===== config.mk =====
export PLATFORM = sky130hd
export DESIGN_NAME = chain_score_reduce_flat
export DESIGN_NICKNAME = d
export VERILOG_FILES = /design/src/rtl/chain_score_reduce_if.sv /design/src/rtl/chain_score_reduce.sv /design/src/flat_wrapper.sv
export SDC_FILE = /design/constraint.sdc
export NUM_CORES = 1
export LEC_CHECK = 0
export ABC_AREA = 1
export BUFFER_PORTS_ARGS = -buffer_cell sky130_fd_sc_hd__buf_4
export CAP_MARGIN = 20
export CORE_MARGIN = 5
export CORE_UTILIZATION = 25
export CTS_CLUSTER_DIAMETER = 30
export CTS_CLUSTER_SIZE = 12
export DETAILED_ROUTE_END_ITERATION = 6
export HOLD_SLACK_MARGIN = 0.1
export PLACE_DENSITY = 0.51
export RECOVER_POWER = 25
export SLEW_MARGIN = 20
export SYNTH_ARGS = -nofsm -noshare
export SYNTH_HDL_FRONTEND = slang
export SYNTH_SLANG_ARGS = --single-unit

===== constraint.sdc =====
create_clock -name clock -period 2.9 [get_ports clock]
set_input_delay 0.435 -clock clock [delete_from_list [all_inputs] [get_ports clock]]
set_output_delay 0.435 -clock clock [all_outputs]
set_load 0.01 [all_outputs]

===== src/rtl/chain_score_reduce_if.sv =====
// -----------------------------------------------------------------------------
// chain_score_reduce_if
// Bundles the three streams that meet at the chaining score reducer:
//   job_*  : job descriptor (valid/ready), one per anchor i
//   sc_*   : per-predecessor score beats (valid only, never back-pressured)
//   res_*  : reduced result toward the chain-storage writer (valid/ready)
// Modports:
//   master : the producer side (issues jobs and scores, consumes results)
//   slave  : the reducer itself
// -----------------------------------------------------------------------------
interface chain_score_reduce_if #(
    parameter int IDX_W = 32,
    parameter int CNT_W = 16
);
    logic             job_valid;
    logic             job_ready;
    logic [CNT_W-1:0] job_nprd;
    logic [31:0]      job_qspan;

    logic             sc_valid;
    logic [31:0]      sc_data;
    logic [31:0]      sc_fj;
    logic [IDX_W-1:0] sc_j;

    logic             res_valid;
    logic             res_ready;
    logic [31:0]      res_f;
    logic [IDX_W-1:0] res_p;

    modport master (
        output job_valid, job_nprd, job_qspan,
        input  job_ready,
        output sc_valid, sc_data, sc_fj, sc_j,
        input  res_valid, res_f, res_p,
        output res_ready
    );

    modport slave (
        input  job_valid, job_nprd, job_qspan,
        output job_ready,
        input  sc_valid, sc_data, sc_fj, sc_j,
        output res_valid, res_f, res_p,
        input  res_ready
    );
endinterface


===== src/rtl/chain_score_reduce.sv =====
// -----------------------------------------------------------------------------
// chain_score_reduce
// Consumer end of the chaining score pipeline. For each anchor i it takes a
// job descriptor, folds the stream of per-predecessor gap scores into
//     f[i] = max(q_span, max_j(f[j] + sc_j))
// and reports the winning predecessor p[i] (all-ones when q_span stands).
//
// Ports:
//   clock      : clock
//   resetn     : asynchronous active-low reset
//   bus        : chain_score_reduce_if.slave (job_*, sc_*, res_* streams)
//   err_stray  : sticky flag, a score beat arrived while not accumulating
//   n_skip     : reject-sentinel beats seen in the current/last job
//
// Optional feature macro:
//   CHAIN_SKIP_STATS_EN : builds the sentinel counter behind n_skip; when
//                         undefined n_skip is tied to zero.
// -----------------------------------------------------------------------------
module chain_score_reduce #(
    parameter int IDX_W = 32,
    parameter int CNT_W = 16
) (
    input  logic                clock,
    input  logic                resetn,
    chain_score_reduce_if.slave bus,
    output logic                err_stray,
    output logic [CNT_W-1:0]    n_skip
);

    // Gap score value the score pipeline uses to say "this predecessor is
    // not chainable"; such beats consume a count but never compete.
    localparam logic [31:0]      SC_REJECT = 32'h8000_0001;
    localparam logic [CNT_W-1:0] CNT_ZERO  = {CNT_W{1'b0}};
    localparam logic [CNT_W-1:0] CNT_ONE   = {{(CNT_W-1){1'b0}}, 1'b1};
    localparam logic [IDX_W-1:0] P_NONE    = {IDX_W{1'b1}};
    localparam logic [IDX_W-1:0] P_ZERO    = {IDX_W{1'b0}};

    typedef enum logic [1:0] {
        ST_IDLE  = 2'd0,
        ST_ACCUM = 2'd1,
        ST_DONE  = 2'd2
    } state_t;

    state_t           state_r;
    logic signed [31:0] best_r;
    logic [IDX_W-1:0] best_p_r;
    logic [CNT_W-1:0] cnt_r;
    logic             job_ready_r;
    logic             res_valid_r;
    logic [31:0]      res_f_r;
    logic [IDX_W-1:0] res_p_r;
    logic             err_stray_r;

    logic               is_reject_s;
    logic signed [31:0] cand_s;
    logic               take_s;
    logic signed [31:0] next_best_s;
    logic [IDX_W-1:0]   next_p_s;

    // Candidate for the current beat and the running max after absorbing it.
    // The add wraps on purpose: the pipeline defines scores modulo 2^32.
    // A strict compare keeps the earlier (nearer) predecessor on ties.
    always_comb begin
        is_reject_s = (bus.sc_data == SC_REJECT);
        cand_s      = $signed(bus.sc_fj) + $signed(bus.sc_data);
        take_s      = 1'b0;
        if (!is_reject_s && (cand_s > best_r)) begin
            take_s = 1'b1;
        end else begin
            take_s = 1'b0;
        end
        if (take_s) begin
            next_best_s = cand_s;
            next_p_s    = bus.sc_j;
        end else begin
            next_best_s = best_r;
            next_p_s    = best_p_r;
        end
    end

    // Job / accumulate / report state machine with registered outputs.
    always_ff @(posedge clock or negedge resetn) begin
        if (!resetn) begin
            state_r     <= ST_IDLE;
            best_r      <= 32'sd0;
            best_p_r    <= P_ZERO;
            cnt_r       <= CNT_ZERO;
            job_ready_r <= 1'b1;
            res_valid_r <= 1'b0;
            res_f_r     <= 32'd0;
            res_p_r     <= P_ZERO;
        end else begin
            case (state_r)
                ST_IDLE: begin
                    if (bus.job_valid) begin
                        best_r      <= $signed(bus.job_qspan);
                        best_p_r    <= P_NONE;
                        cnt_r       <= bus.job_nprd;
                        job_ready_r <= 1'b0;
                        if (bus.job_nprd != CNT_ZERO) begin
                            state_r <= ST_ACCUM;
                        end else begin
                            // Nothing to absorb: the result is the seed and
                            // is presented straight from the accept edge.
                            state_r     <= ST_DONE;
                            res_valid_r <= 1'b1;
                            res_f_r     <= bus.job_qspan;
                            res_p_r     <= P_NONE;
                        end
                    end else begin
                        job_ready_r <= 1'b1;
                    end
                end
                ST_ACCUM: begin
                    if (bus.sc_valid) begin
                        best_r   <= next_best_s;
                        best_p_r <= next_p_s;
                        cnt_r    <= cnt_r - CNT_ONE;
                        if (cnt_r == CNT_ONE) begin
                            // Last beat: publish the post-beat maximum now so
                            // the result is visible the cycle after.
                            state_r     <= ST_DONE;
                            res_valid_r <= 1'b1;
                            res_f_r     <= next_best_s;
                            res_p_r     <= next_p_s;
                        end else begin
                            state_r <= ST_ACCUM;
                        end
                    end else begin
                        state_r <= ST_ACCUM;
                    end
                end
                ST_DONE: begin
                    if (bus.res_ready) begin
                        state_r     <= ST_IDLE;
                        res_valid_r <= 1'b0;
                        job_ready_r <= 1'b1;
                    end else begin
                        state_r <= ST_DONE;
                    end
                end
                default: begin
                    state_r     <= ST_IDLE;
                    job_ready_r <= 1'b1;
                    res_valid_r <= 1'b0;
                end
            endcase
        end
    end

    // Sticky flag for score beats that arrive with no job accumulating.
    always_ff @(posedge clock or negedge resetn) begin
        if (!resetn) begin
            err_stray_r <= 1'b0;
        end else if (bus.sc_valid && (state_r != ST_ACCUM)) begin
            err_stray_r <= 1'b1;
        end else begin
            err_stray_r <= err_stray_r;
        end
    end

`ifdef CHAIN_SKIP_STATS_EN
    logic [CNT_W-1:0] skip_cnt_r;

    // Per-job count of reject-sentinel beats; restarts on every accepted job
    // and holds its final value through the result phase.
    always_ff @(posedge clock or negedge resetn) begin
        if (!resetn) begin
            skip_cnt_r <= CNT_ZERO;
        end else if ((state_r == ST_IDLE) && bus.job_valid) begin
            skip_cnt_r <= CNT_ZERO;
        end else if ((state_r == ST_ACCUM) && bus.sc_valid && is_reject_s) begin
            skip_cnt_r <= skip_cnt_r + CNT_ONE;
        end else begin
            skip_cnt_r <= skip_cnt_r;
        end
    end

    assign n_skip = skip_cnt_r;
`else
    assign n_skip = CNT_ZERO;
`endif

    assign bus.job_ready = job_ready_r;
    assign bus.res_valid = res_valid_r;
    assign bus.res_f     = res_f_r;
    assign bus.res_p     = res_p_r;
    assign err_stray     = err_stray_r;

endmodule


===== src/flat_wrapper.sv =====
// flat-port wrapper written by rule: the top's interface ports become plain ports
module chain_score_reduce_flat 
#(
    parameter int IDX_W = 32,
    parameter int CNT_W = 16
)
  (clock, resetn, err_stray, n_skip, bus_job_valid, bus_job_nprd, bus_job_qspan, bus_job_ready, bus_sc_valid, bus_sc_data, bus_sc_fj, bus_sc_j, bus_res_valid, bus_res_f, bus_res_p, bus_res_ready);
  chain_score_reduce_if #(.IDX_W(IDX_W), .CNT_W(CNT_W)) bus_i ();
  input  logic clock;
  input  logic resetn;
  output logic err_stray;
  output logic [CNT_W-1:0] n_skip;
  input wire logic [$bits(bus_i.job_valid)-1:0] bus_job_valid;
  input wire logic [$bits(bus_i.job_nprd)-1:0] bus_job_nprd;
  input wire logic [$bits(bus_i.job_qspan)-1:0] bus_job_qspan;
  output wire logic [$bits(bus_i.job_ready)-1:0] bus_job_ready;
  input wire logic [$bits(bus_i.sc_valid)-1:0] bus_sc_valid;
  input wire logic [$bits(bus_i.sc_data)-1:0] bus_sc_data;
  input wire logic [$bits(bus_i.sc_fj)-1:0] bus_sc_fj;
  input wire logic [$bits(bus_i.sc_j)-1:0] bus_sc_j;
  output wire logic [$bits(bus_i.res_valid)-1:0] bus_res_valid;
  output wire logic [$bits(bus_i.res_f)-1:0] bus_res_f;
  output wire logic [$bits(bus_i.res_p)-1:0] bus_res_p;
  input wire logic [$bits(bus_i.res_ready)-1:0] bus_res_ready;
  assign bus_i.job_valid = bus_job_valid;
  assign bus_i.job_nprd = bus_job_nprd;
  assign bus_i.job_qspan = bus_job_qspan;
  assign bus_job_ready = bus_i.job_ready;
  assign bus_i.sc_valid = bus_sc_valid;
  assign bus_i.sc_data = bus_sc_data;
  assign bus_i.sc_fj = bus_sc_fj;
  assign bus_i.sc_j = bus_sc_j;
  assign bus_res_valid = bus_i.res_valid;
  assign bus_res_f = bus_i.res_f;
  assign bus_res_p = bus_i.res_p;
  assign bus_i.res_ready = bus_res_ready;
  chain_score_reduce #(.IDX_W(IDX_W), .CNT_W(CNT_W)) u_core (.clock(clock), .resetn(resetn), .bus(bus_i), .err_stray(err_stray), .n_skip(n_skip));
endmodule

Yosys cells after proc, flatten, opt, wreduce, memory -nomap -nowiden
Index checks and enable logic that the tools add are counted.
{"block": "classes", "n_mux": 37, "n_reduce_logical": 10, "add_sub_neg": 2, "bitwise": 1, "order_cmp": 1, "eq_ne": 10}
{"cell": "32-bit two-way mux", "n": 14}
{"cell": "32-bit one-hot mux with 2 select lines", "n": 4}
{"cell": "32-bit adder", "n": 1}
{"cell": "32-bit == test, second input constant", "n": 1}
{"cell": "32-bit greater-than comparator", "n": 1}
{"cell": "16-bit two-way mux", "n": 2}
{"cell": "16-bit one-hot mux with 2 select lines", "n": 1}
{"cell": "16-bit by 1-bit == test with 1-bit output, second input constant", "n": 1}
{"cell": "16-bit nonzero test", "n": 1}
{"cell": "16-bit by 1-bit subtractor with 16-bit output, second input constant", "n": 1}
{"cell": "2-bit two-way mux", "n": 5}
{"cell": "5-bit AND reduction", "n": 2}
{"cell": "1-bit two-way mux", "n": 8}
{"cell": "2-bit inequality test, second input constant", "n": 4}
{"cell": "1-bit one-hot mux with 3 select lines", "n": 2}
{"cell": "2-bit one-hot mux with 3 select lines", "n": 1}
{"cell": "2-bit by 1-bit inequality test with 1-bit output, second input constant", "n": 2}
{"cell": "3-bit AND reduction", "n": 1}
{"cell": "2-bit by 1-bit == test with 1-bit output, second input constant", "n": 1}
{"cell": "2-bit == test, second input constant", "n": 1}
{"cell": "1-bit logical AND", "n": 2}
{"cell": "2-bit zero test", "n": 1}
{"cell": "2-bit AND reduction", "n": 1}
{"cell": "2-bit nonzero test", "n": 1}
{"cell": "other kinds (2)", "n": 2}
{"block": "totals", "inputBits": 149, "wordCells": 70, "ff_bits": 149}

Logic depth before layout (Yosys ltp)
Gate-level depths: netlist of run 1.
{"block": "logic_depth", "ltp_word": 8, "mapped_depth": 30, "ltp_nobuf": 29}

Least setup slack after synthesis of run 1
Ideal clock, no wire load.
{"block": "synth_path", "path_type": "input to register", "start": "in bus_sc_fj[0]", "end": "reg u_core.best_p_r[25]", "path_slack_ns": -0.532, "arrival_time_ns": 3.315, "path_stages": 29, "required_ns": 2.783, "setup_ns": 0.117, "n_path_buf": 2, "cell_sequence": "ha_1 -> inv_1 -> fa_1 -> inv_1 -> nand3_1 -> nand2_1 -> nand2_1 -> nand2_1 -> nand2_1 -> nand2_1 -> nand2_1 -> nand2_1 -> nand2_1 -> nand2_1 -> inv_1 -> ha_1 -> nand2_1 -> nor3_2 -> nand3_1 -> clkinv_1 -> nand2_1 -> nand2_1 -> nand2_2 -> buf_6 -> buf_2 -> nand4_1 -> nand3_1 -> nand2_1 -> nand2_1"}
{"block": "synth_between", "elab_chain_len": 7}
{"element": "start: declaration", "line_no": "flat_wrapper.sv:19", "source": "input wire logic [$bits(bus_i.sc_fj)-1:0] bus_sc_fj;"}
{"element": "32-bit adder", "line_no": "chain_score_reduce.sv:65", "source": "cand_s = $signed(bus.sc_fj) + $signed(bus.sc_data);"}
{"element": "32-bit greater-than comparator", "line_no": "chain_score_reduce.sv:67", "source": "if (!is_reject_s && (cand_s > best_r)) begin"}
{"element": "1-bit logical AND", "line_no": "chain_score_reduce.sv:67"}
{"element": "1-bit two-way mux", "line_no": "chain_score_reduce.sv:67"}
{"element": "32-bit two-way mux", "line_no": "chain_score_reduce.sv:72", "source": "if (take_s) begin"}
{"element": "32-bit two-way mux", "line_no": "chain_score_reduce.sv:115", "source": "if (bus.sc_valid) begin"}
{"element": "32-bit one-hot mux with 2 select lines", "line_no": "chain_score_reduce.sv:93", "source": "case (state_r)"}
{"element": "end signal: assignment", "line_no": "chain_score_reduce.sv:117", "source": "best_p_r <= next_p_s;"}
{"element": "end: declaration", "line_no": "chain_score_reduce.sv:46", "source": "logic [IDX_W-1:0] best_p_r;"}
Every way passes these cells. The select of a mux whose other input is x is not followed.
A chain may end at the register's enable or synchronous reset.

Final worst setup path of run 1
{"block": "layout_path", "start": "in bus_sc_data[5]", "end": "reg u_core.best_p_r[1]"}
{"block": "layout_between", "elab_chain_len": 7, "word_cells_on_any_way": 9}
{"element": "start: declaration", "line_no": "flat_wrapper.sv:18", "source": "input wire logic [$bits(bus_i.sc_data)-1:0] bus_sc_data;"}
{"element": "32-bit adder or 32-bit == test (tied branches)", "line_no": "chain_score_reduce.sv:65, chain_score_reduce.sv:64"}
{"element": "32-bit greater-than comparator or 1-bit zero test (tied branches)", "line_no": "chain_score_reduce.sv:67"}
{"element": "1-bit logical AND (*)", "line_no": "chain_score_reduce.sv:67"}
{"element": "1-bit two-way mux (*)", "line_no": "chain_score_reduce.sv:67"}
{"element": "32-bit two-way mux (*)", "line_no": "chain_score_reduce.sv:72"}
{"element": "32-bit two-way mux (*)", "line_no": "chain_score_reduce.sv:115"}
{"element": "32-bit one-hot mux with 2 select lines (*)", "line_no": "chain_score_reduce.sv:93"}
Every way passes the cells marked *; elsewhere a longest branch is shown, timed or not. The select of a mux whose other input is x is not followed.

==> impl_metrics.env, run 1 <==
export IMPL_r2r_worst_path_cells=18
export IMPL_fp_row_count=77
export IMPL_fin_area_um2=16620
export IMPL_postSynth_topFlopCell="dfrtp_1"
export IMPL_floorplan_die_width_um=222.3
export IMPL_worstSetupPathType="in2reg"
export IMPL_start_kind="input port"
export IMPL_drt_vias_per_instance=4.535
export IMPL_timing_critical_path_slowest_stage_cell="ha_1"
export IMPL_remaining_drc_errors=0
export IMPL_final_hold_viol_count=0
export IMPL_first_global_vias=12030
export IMPL_dpl_cell_area_um2=14290
export IMPL_min_path_cells=2
export IMPL_critPathRequiredTime_ns=3.23
export IMPL_crit_path_max_incr_delay_ns=0.29
export IMPL_syn_inst=1771
export IMPL_clock_root_buffer="clkbuf_16"
export IMPL_post_route_worst_setup_slack_ns=-0.4505
export IMPL_max_freq_mhz=298.5
export IMPL_yosysSeqAreaShare_pct=33.10
export IMPL_place_worst_setup_slack_ns=-1.209
export IMPL_synth_largest_area_cell="dfrtp_1"
export IMPL_cts_buffers_inserted=17
export IMPL_area_growth_pct=47.51
export IMPL_power_per_cell_area_nw_per_um2=1003
export IMPL_clock_skew_ns=0.01072
export IMPL_period_needed_ns=3.350
export IMPL_floorplan_die_area_um2=49420
export IMPL_max_vdd_ir_drop_uv=535.4
export IMPL_synth_seq_cells=149
export IMPL_gpl_final_weighted_congestion=0.9010
export IMPL_synth_top_cells_by_count="nand2_1 (831), inv_1 (234), dfrtp_1 (148)"
export IMPL_fp_dieH_um=222.3
export IMPL_slew_headroom_pct=-1.103
export IMPL_detailedRoute_firstPassIterationCount=5
export IMPL_worst_slew_pin_transition_ns=1.517
export IMPL_coreArea_um2=44410
export IMPL_post_layout_nonfiller_instances=2693
export IMPL_routed_wl_mm=43.56
export IMPL_worstSetupPathDepth=27
export IMPL_antenna_found_initial=2
export IMPL_clkLatencyLatePin_ns=0.45
export IMPL_drv_slew=56
export IMPL_end_kind="flop"
export IMPL_worst_setup_path_startpoint="bus_sc_data[5]"
export IMPL_cts_buffer_depth=2
export IMPL_clkSlewWorstSetupHoldPaths_ns=0.07
export IMPL_vias=12210
export IMPL_fin_nets=2301
export IMPL_grt_setup_unrepaired="true"
export IMPL_synthDistinctLibCells=44
export IMPL_worst_path_dominant_cell_family="simple AND/OR/NAND/NOR gates"
export IMPL_hold_class="in2reg"
export IMPL_setup_viol_count_final=128
export IMPL_ys_top_cells_by_area="dfrtp_1 (33%), nand2_1 (28%), inv_1 (7.8%), ha_1 (7.2%), nand4_1 (4.4%)"
export IMPL_synth_most_common_cell="nand2_1"
export IMPL_holdCritStartpoint="bus_sc_valid"
export IMPL_drive_gt1_share_pct=33.25
export IMPL_violations_in_the_final_reports="capacitance limit, slew limit, setup timing"
export IMPL_global_route_usage_total_pct=16.75
export IMPL_initial_utilization_pct=25.37
export IMPL_result_of_the_run="complete, but fails checks"
export IMPL_global_route_wire_length_before_repair_mm=66.97
export IMPL_grt_remaining_overflow=0
export IMPL_syn_area_um2=11270
export IMPL_dpl_hpwl_mm=31.05
export IMPL_cap_violations=1
export IMPL_synthesis_yosys_warnings=0
export IMPL_power_leakage_nw=9.082
export IMPL_largest_net_degree_at_the_start_of_global_routing=69
export IMPL_fin_crit_sh_pct=115.5
export IMPL_crit_path_max_fanout=17
export IMPL_avgRoutedWirePerCell_um=16.18
export IMPL_io_buffers=215
export IMPL_syn_avg_cell_area_um2=6.363
export IMPL_floorplan_io_pins=232
export IMPL_clock_tree_from_tritoncts="yes"
export IMPL_critPathMostFrequentCell="nand2_1"
export IMPL_post_layout_total_power_mw=16.68
export IMPL_placed_cells=2631
export IMPL_worstReg2RegStart="u_core.best_r[17]$_DFFE_PN0P_"
export IMPL_synth_top_cell_area_share_pct=32.87
export IMPL_dr_first_iter_drc_count=711
export IMPL_synth_edf_count=0
export IMPL_drt_antenna_violating_nets=0
export IMPL_final_hold_worst_slack_ns=0.2225
export IMPL_crit_path_buffers_inverters=7
export IMPL_arrival_ns=3.68
export IMPL_async_reset_ff_share_pct=100.0
export IMPL_htreeDepth=4
export IMPL_cts_num_sinks=149
## routing by layer
layer	GRT usage [%]	part of all wire, %	wire [um]	up-vias
met5	0	0	0	-
met4	2.963	1.1	492	0
met3	3.709	5.5	2405	28
met2	27.86	48	20700	282
met1	22.69	46	19970	5786
li1	-	-	-	6116
## flip-flops by register name, summed over array words and instances (netlist names)
| name | flops |
|---|---|
| u_core.best_p_r | 32 |
| u_core.best_r | 32 |
| u_core.bus.job_ready | 1 |
| u_core.bus.res_f | 32 |
| u_core.bus.res_p | 32 |
| u_core.bus.res_valid | 1 |
| u_core.cnt_r | 16 |
| u_core.err_stray | 1 |
| u_core.state_r | 2 |
## power breakdown
| part | switching [mW] | internal, mW | total (mW) |
|---|---|---|---|
| Clock | 0.995 | 1.31 | 2.30 |
| Combinational | 6.11 | 4.59 | 10.7 |
| Sequential | 0.611 | 3.07 | 3.68 |
## final timing paths
kind	to	slack [ns]
min in group asynchronous	u_core.bus.res_p[27]$_DFFE_PN0P_	0.89
hold / removal	u_core.err_stray$_DFFE_PN0P_	0.22
max in group asynchronous	u_core.best_p_r[22]$_DFFE_PN0P_	0.38
setup reg to reg	u_core.best_p_r[1]$_DFFE_PN0P_	0.43
hold reg to reg	u_core.err_stray$_DFFE_PN0P_	0.47
setup / recovery	u_core.best_p_r[1]$_DFFE_PN0P_	-0.45
## timing repair
item                                   in CTS  in global routing
cloned                                      5                  7
setup buffers                              11                  8
pin swaps                                  34                138
endpoints found under the hold margin      53                  0
hold buffers                                1                  0
setup endpoints to repair                 128                128
gates resized for setup                   112                225
## through the flow
step	utilization (%)	setup TNS, ns
global placement	32.17	-145.07
finish	37.43	-52.66
detailed placement	32.17	-145.88
floorplan	-	-43.05
global route	37.42	-78.91
CTS	35.23	-45.76
## worst register-to-register path: cells and delay by family, from the launching register on
family | cells | cell delay [ns]
simple gates | 13 | 1.00
fa+ha+maj | 1 | 0.27
buf+inv | 3 | 0.48
flops | 1 | 0.38
compound gates | 1 | 0.21
## final cells by class
class                   instances  area (um^2)
flip-flops and latches        149         3730
multi-input cells            1313         7546
clock inverters                12        142.6
inverters                     238        897.1
well taps                     592        740.7
diodes                          2        5.005
fillers                      4703        27790
repair buffers                367         3114
clock buffers                  20        446.7
## cell usage in the layout (no fill, tap or decap), types with 5 or more instances in the layout
cell,n
o21ai_0,22
nand2_4,18
nand4_1,79
a21oi_1,23
nand3_4,5
xor2_1,10
nand3_2,40
ha_1,33
clkbuf_16,24
conb_1,16
nand3_1,55
inv_2,18
inv_1,218
dfrtp_1,148
nor4_1,6
buf_4,334
nor2_2,14
nand2_1,684
inv_6,5
ha_4,29
xor2_2,5
buf_12,8
o22ai_1,5
nand3b_1,9
nand2_2,130
a21oi_2,13
buf_6,9
nor3_1,6
nor2_1,62
nor2_4,13
## kinds of logic after synthesis
group / share of synthesized area [%]
AOI/OAI and AO/OA: 3.997
and+or+nand+nor: 41.67
buffers and inverters: 12.33
xor gates and xnor gates: 1.477
other: 0.03328
adders and majority gates: 7.395
DFF: 33.10
Note: power is estimated with default switching activity, not from simulation.
==> inputs of run 2 (changes only) <==
Settings changed: SETUP_SLACK_MARGIN set to 0.2.
==> run 2 against run 1 <==
  * The run still ends with capacitance limit, slew limit, setup timing left
  * Register-to-register slack improved by 0.02 ns
  * Global-route usage rose by 0.16 points
  * First-iteration DRC count rose by 8.2%
  * Sequential share of layout area rose by 0.32 points
  * Largest cell class unchanged
==> impl_metrics.env, run 2 (synthesis gave the netlist of run 1 again) <==
export IMPL_floorplan_die_width_um=222.3
export IMPL_crit_path_max_fanout=5
export IMPL_crit_path_buffers_inverters=7
export IMPL_hold_class="in2reg"
export IMPL_power_per_cell_area_nw_per_um2=999.8
export IMPL_post_layout_total_power_mw=16.38
export IMPL_crit_path_max_incr_delay_ns=0.27
export IMPL_grt_remaining_overflow=0
export IMPL_dr_first_iter_drc_count=769
export IMPL_cts_num_sinks=149
export IMPL_cts_buffers_inserted=17
export IMPL_clock_tree_from_tritoncts="yes"
export IMPL_layout_area_seq_um2=3730
export IMPL_worst_path_dominant_cell_family="simple AND/OR/NAND/NOR gates"
export IMPL_fp_dieH_um=222.3
export IMPL_first_global_vias=12070
export IMPL_post_route_worst_setup_slack_ns=-0.4619
export IMPL_dpl_hpwl_mm=31.05
export IMPL_remaining_drc_errors=0
export IMPL_timing_critical_path_slowest_stage_cell="ha_4"
export IMPL_cap_violations=1
export IMPL_drt_vias_per_instance=4.544
export IMPL_largest_net_degree_at_the_start_of_global_routing=69
export IMPL_p_comb_share_pct=63.5
export IMPL_end_kind="flop"
export IMPL_clkLatencyLatePin_ns=0.44
export IMPL_htreeDepth=4
export IMPL_drv_slew=56
export IMPL_fin_crit_sh_pct=115.9
export IMPL_floorplan_die_area_um2=49420
export IMPL_power_leakage_nw=9.005
export IMPL_most_frequent_cells_in_the_layout="nand2_1 (741), buf_4 (330), inv_1 (219)"
export IMPL_floorplan_io_pins=232
export IMPL_area_growth_pct=45.44
export IMPL_start_kind="input port"
export IMPL_period_needed_ns=3.362
export IMPL_drt_antenna_violating_nets=0
export IMPL_arrival_ns=3.74
export IMPL_io_buffers=215
export IMPL_vias=12250
export IMPL_drive_gt1_share_pct=28.99
export IMPL_power_switching_share_pct=45.28
export IMPL_clkSlewWorstSetupHoldPaths_ns=0.07
export IMPL_total_switching_power_mw=7.418
export IMPL_clock_skew_ns=0.01067
export IMPL_initial_utilization_pct=25.37
export IMPL_final_hold_viol_count=0
export IMPL_gpl_final_weighted_congestion=0.9010
export IMPL_global_route_wire_length_before_repair_mm=67.50
export IMPL_final_common_cell="nand2_1"
export IMPL_result_of_the_run="complete, but fails checks"
export IMPL_antenna_found_initial=2
export IMPL_grt_setup_unrepaired="true"
export IMPL_coreArea_um2=44410
export IMPL_global_route_usage_total_pct=16.91
export IMPL_multiInputGateArea_um2=7179
export IMPL_critPathRequiredTime_ns=3.28
export IMPL_fin_tns_setup_ns=-52.55
export IMPL_cts_buffer_depth=2
export IMPL_violations_in_the_final_reports="capacitance limit, slew limit, setup timing"
export IMPL_num_fill_cells=4734
export IMPL_worstSetupPathType="in2reg"
export IMPL_avgRoutedWirePerCell_um=16.18
export IMPL_fp_row_count=77
export IMPL_setup_viol_count_final=128
export IMPL_worst_slew_pin_transition_ns=1.517
export IMPL_clock_root_buffer="clkbuf_16"
export IMPL_cell_internal_pwr_mw=8.966
export IMPL_detailedRoute_firstPassIterationCount=5
export IMPL_max_vdd_ir_drop_uv=471.3
export IMPL_slew_headroom_pct=-1.135
export IMPL_routed_wl_mm=43.61
export IMPL_p_clk_share_pct=14.1
export IMPL_fin_nets=2303
export IMPL_critPathMostFrequentCell="nand2_1"
export IMPL_max_freq_mhz=297.5
export IMPL_share_seq_of_total_power_pct=22.5
==> run 2: cell count changes in the layout (fill, tap and decap cells not counted), moves of 3 or more <==
| cell | change |
|---|---|
| buf_4 | -4 |
| nand2_4 | -7 |
| nand3_1 | +27 |
| buf_12 | +3 |
| nand3_2 | -26 |
| xor2_1 | +3 |
| xor2_2 | -3 |
| nand2_1 | +57 |
| nand2_2 | -50 |
| buf_16 | +3 |
==> run 2: area by class of cell <==
cell class	count	area share, %
Multi-Input combinational cell	1313	43.81
Sequential cell	149	22.76
Timing Repair Buffer	369	19.82
Inverter	238	5.466
Tap cell	592	4.520
Clock buffer	20	2.726
Clock inverter	12	0.8704
Antenna cell	2	0.03054
==> run 2: worst register-to-register path, stage by stage, from the launching register on <==
cell	delay [ns]
dfrtp_1	0.35
inv_1	0.07
ha_1	0.31
nand2_1	0.09
nand2_1	0.06
nand2_1	0.07
nand2_2	0.06
nand2_2	0.06
nand3_2	0.10
a21oi_4	0.20
nand2_4	0.09
nand2_8	0.09
buf_12	0.13
bufbuf_16	0.25
nand4_1	0.07
nand3_1	0.12
nand2_1	0.10
nand2_1	0.07
nand2_1	0.05
==> run 2: worst paths after layout <==
| check | cells after the start | endpoint | from | slack (ns) |
|---|---|---|---|---|
| setup / recovery | 27 | u_core.bus.res_f[16]$_DFFE_PN0P_ | bus_sc_data[5] | -0.46 |
| hold / removal | 2 | u_core.err_stray$_DFFE_PN0P_ | bus_sc_valid | 0.22 |
| setup reg to reg | 18 | u_core.bus.res_f[16]$_DFFE_PN0P_ | u_core.best_r[17]$_DFFE_PN0P_ | 0.45 |
| hold reg to reg | 1 | u_core.err_stray$_DFFE_PN0P_ | u_core.err_stray$_DFFE_PN0P_ | 0.47 |
| max in group asynchronous | 3 | u_core.best_p_r[22]$_DFFE_PN0P_ | resetn | 0.36 |
| min in group asynchronous | 2 | u_core.bus.res_p[27]$_DFFE_PN0P_ | resetn | 0.90 |
==> run 2: metrics by stage <==
stage	std cells	area, um^2	setup WS [ns]	util, %	hold slack (ns)
after floorplan	1786	11400	-0.3418	-	0.1394
after global placement	2631	14290	-1.204	32.17	0.4468
after detailed placement	2631	14290	-1.209	32.17	0.4494
after CTS	2682	15730	-0.4064	35.42	0.1996
after global routing	2694	16390	-0.6602	36.89	0.2015
final	2695	16390	-0.4619	36.90	0.2246
==> run 2: repair_timing <==
action / CTS / global route
cloned: 7 / 7
setup buffers: 11 / 4
setup endpoints to repair: 128 / 128
resized for setup: 115 / 121
endpoints found under the hold margin: 53 / 0
pin swaps: 38 / 77
hold buffers: 1 / 0
==> run 2: layer usage <==
metal	vias up	wire (um)	track usage [%]
met4	0	569	2.963
met5	-	0	0
met3	29	2530	3.709
met1	5777	19820	22.90
met2	311	20690	28.15
li1	6130	-	-
==> run 2: power by group through the flow <==
stage	clock network (mW)	logic [mW]	registers (mW)
after floorplan	0	5.24	3.75
after global placement	0	8.18	3.68
after detailed placement	0	8.25	3.69
after CTS	2.36	9.38	3.68
after global routing	2.47	11.6	3.80
final	2.30	10.4	3.68
==> inputs of run 3 (changes only) <==
Settings changed: CTS_CLUSTER_SIZE 12 to not set, PLACE_DENSITY 0.51 to 0.43.
==> run 3 against run 2 <==
  * Total power up 13%
  * Die area unchanged
  * Critical path type unchanged
  * Sequential share of layout area down 1.2 points
  * The flow still finishes with violations (capacitance limit, slew limit, setup timing)
  * Worst setup slack worse by 0.085 ns
  * Flip-flop and latch count unchanged
  * Combinational power up 15%
  * Global-route usage up 1.0 points
  * Largest cell class unchanged
  * Via count down 0.43%
  * Register-to-register slack worse by 0.07 ns
==> impl_metrics.env, run 3 (synthesis gave the netlist of run 1 again) <==
export IMPL_clock_root_buffer="clkbuf_16"
export IMPL_clkSlewWorstSetupHoldPaths_ns=0.06
export IMPL_global_route_wire_length_before_repair_mm=70.43
export IMPL_dr_first_iter_drc_count=675
export IMPL_cts_buffer_depth=2
export IMPL_grt_setup_unrepaired="true"
export IMPL_worst_slew_pin_transition_ns=1.769
export IMPL_max_freq_mhz=290.1
export IMPL_dpl_cell_area_um2=14350
export IMPL_drive_gt1_share_pct=33.63
export IMPL_htreeDepth=4
export IMPL_drt_antenna_violating_nets=0
export IMPL_final_common_cell="nand2_1"
export IMPL_max_vdd_ir_drop_uv=565.4
export IMPL_floorplan_die_area_um2=49420
export IMPL_violations_in_the_final_reports="capacitance limit, slew limit, setup timing"
export IMPL_arrival_ns=3.77
export IMPL_area_growth_pct=53.22
export IMPL_detailedRoute_firstPassIterationCount=5
export IMPL_final_util_pct=38.87
export IMPL_io_buffers=215
export IMPL_crit_path_max_fanout=7
export IMPL_routed_wl_mm=45.71
export IMPL_avgRoutedWirePerCell_um=16.83
export IMPL_first_global_vias=12390
export IMPL_antenna_found_initial=1
export IMPL_most_frequent_cells_in_the_layout="nand2_1 (695), buf_4 (340), inv_1 (219)"
export IMPL_fin_crit_sh_pct=118.9
export IMPL_cts_buffers_inserted=17
export IMPL_fp_dieH_um=222.3
export IMPL_setup_viol_count_final=128
export IMPL_drt_vias_per_instance=4.490
export IMPL_power_per_cell_area_nw_per_um2=1075
export IMPL_crit_path_max_incr_delay_ns=0.35
export IMPL_grt_remaining_overflow=0
export IMPL_power_leakage_nw=9.559
export IMPL_dpl_hpwl_mm=31.88
export IMPL_slew_headroom_pct=-17.93
export IMPL_result_of_the_run="complete, but fails checks"
export IMPL_cts_num_sinks=149
export IMPL_global_route_usage_total_pct=17.91
export IMPL_end_kind="flop"
export IMPL_final_hold_viol_count=0
export IMPL_period_needed_ns=3.447
export IMPL_initial_utilization_pct=25.37
export IMPL_largest_net_degree_at_the_start_of_global_routing=86
export IMPL_remaining_drc_errors=0
export IMPL_worstSetupPathType="in2reg"
export IMPL_cap_violations=1
export IMPL_timing_critical_path_slowest_stage_cell="fa_2"
export IMPL_start_kind="input port"
export IMPL_vias=12190
export IMPL_fin_nets=2328
export IMPL_critPathMostFrequentCell="buf_4"
export IMPL_clock_tree_from_tritoncts="yes"
export IMPL_clock_skew_ns=0.01180
export IMPL_fin_area_um2=17270
export IMPL_post_route_worst_setup_slack_ns=-0.5470
export IMPL_drv_slew=65
export IMPL_floorplan_io_pins=232
export IMPL_gpl_final_weighted_congestion=0.8509
export IMPL_clkLatencyLatePin_ns=0.43
export IMPL_coreArea_um2=44410
export IMPL_fp_row_count=77
export IMPL_hold_class="in2reg"
export IMPL_critPathRequiredTime_ns=3.22
export IMPL_floorplan_die_width_um=222.3
[run 3: timing repair]
action                                  4_1_cts  5_1_grt
resized for setup                           254      113
gates cloned                                 15        3
endpoints found under the setup margin      128      128
hold buffers                                  1        0
pin swaps                                    78       84
setup buffers                                20        9
hold endpoints to repair                     61        0
[run 3: cell type report]
| cell class | count | area (um^2) |
|---|---|---|
| inverter | 238 | 894.6 |
| multi-input combinational | 1313 | 7590 |
| timing repair buffer | 394 | 3602 |
| clock buffer | 20 | 456.7 |
| antenna | 1 | 2.502 |
| tap | 592 | 740.7 |
| sequential | 149 | 3730 |
| fill | 4729 | 27150 |
| clock inverter | 9 | 249.0 |
[run 3: worst paths after layout]
check	startpoint	end	slack [ns]	depth (start not counted)
worst max-delay path	bus_sc_data[0]	u_core.best_p_r[10]$_DFFE_PN0P_	-0.55	29
worst min-delay path	bus_sc_valid	u_core.err_stray$_DFFE_PN0P_	0.24	2
worst max register to register	u_core.best_r[3]$_DFFE_PN0P_	u_core.best_p_r[10]$_DFFE_PN0P_	0.38	21
worst min register to register	u_core.best_r[4]$_DFFE_PN0P_	u_core.best_r[4]$_DFFE_PN0P_	0.47	2
max in group asynchronous	resetn	u_core.bus.res_f[17]$_DFFE_PN0P_	0.69	3
min in group asynchronous	resetn	u_core.bus.res_p[16]$_DFFE_PN0P_	1.00	2
[run 3: report_power, final]
| part | total [mW] | internal, mW | switching [mW] |
|---|---|---|---|
| Combinational | 12.0 | 5.53 | 6.50 |
| Sequential | 3.80 | 3.07 | 0.727 |
| Clock | 2.74 | 1.82 | 0.920 |
| Total | 18.6 | 10.4 | 8.14 |
[run 3: through the flow]
stage / power (mW) / setup TNS (ns) / hold slack [ns] / setup WS, ns / cells
2_1_floorplan: 8.984 / -43.05 / 0.1394 / -0.3418 / 1786
5_1_grt: 20.01 / -87.62 / 0.2535 / -0.7520 / 2716
6_report: 18.57 / -62.84 / 0.2437 / -0.5470 / 2716
4_1_cts: 18.08 / -59.12 / 0.2285 / -0.5240 / 2703
3_3_place_gp: 12.04 / -157.45 / 0.4498 / -1.295 / 2638
3_5_place_dp: 12.11 / -158.36 / 0.4528 / -1.309 / 2638
[run 3: routing by layer]
metal / vias to the layer above / track usage [%] / wire length, um
met5: - / 0 / 0
met4: 0 / 3.838 / 640
met3: 24 / 2.772 / 1830
met2: 239 / 30.35 / 21860
met1: 5754 / 24.24 / 21370
li1: 6177 / - / -
[run 3: critical path: cells and delay by family]
kind	cells	cell delay, ns
AO/OA/AOI/OAI	1	0.19
adder cells (fa/ha/maj)	3	0.68
AND/OR/NAND/NOR	14	1.23
buffers and inverters	11	1.20
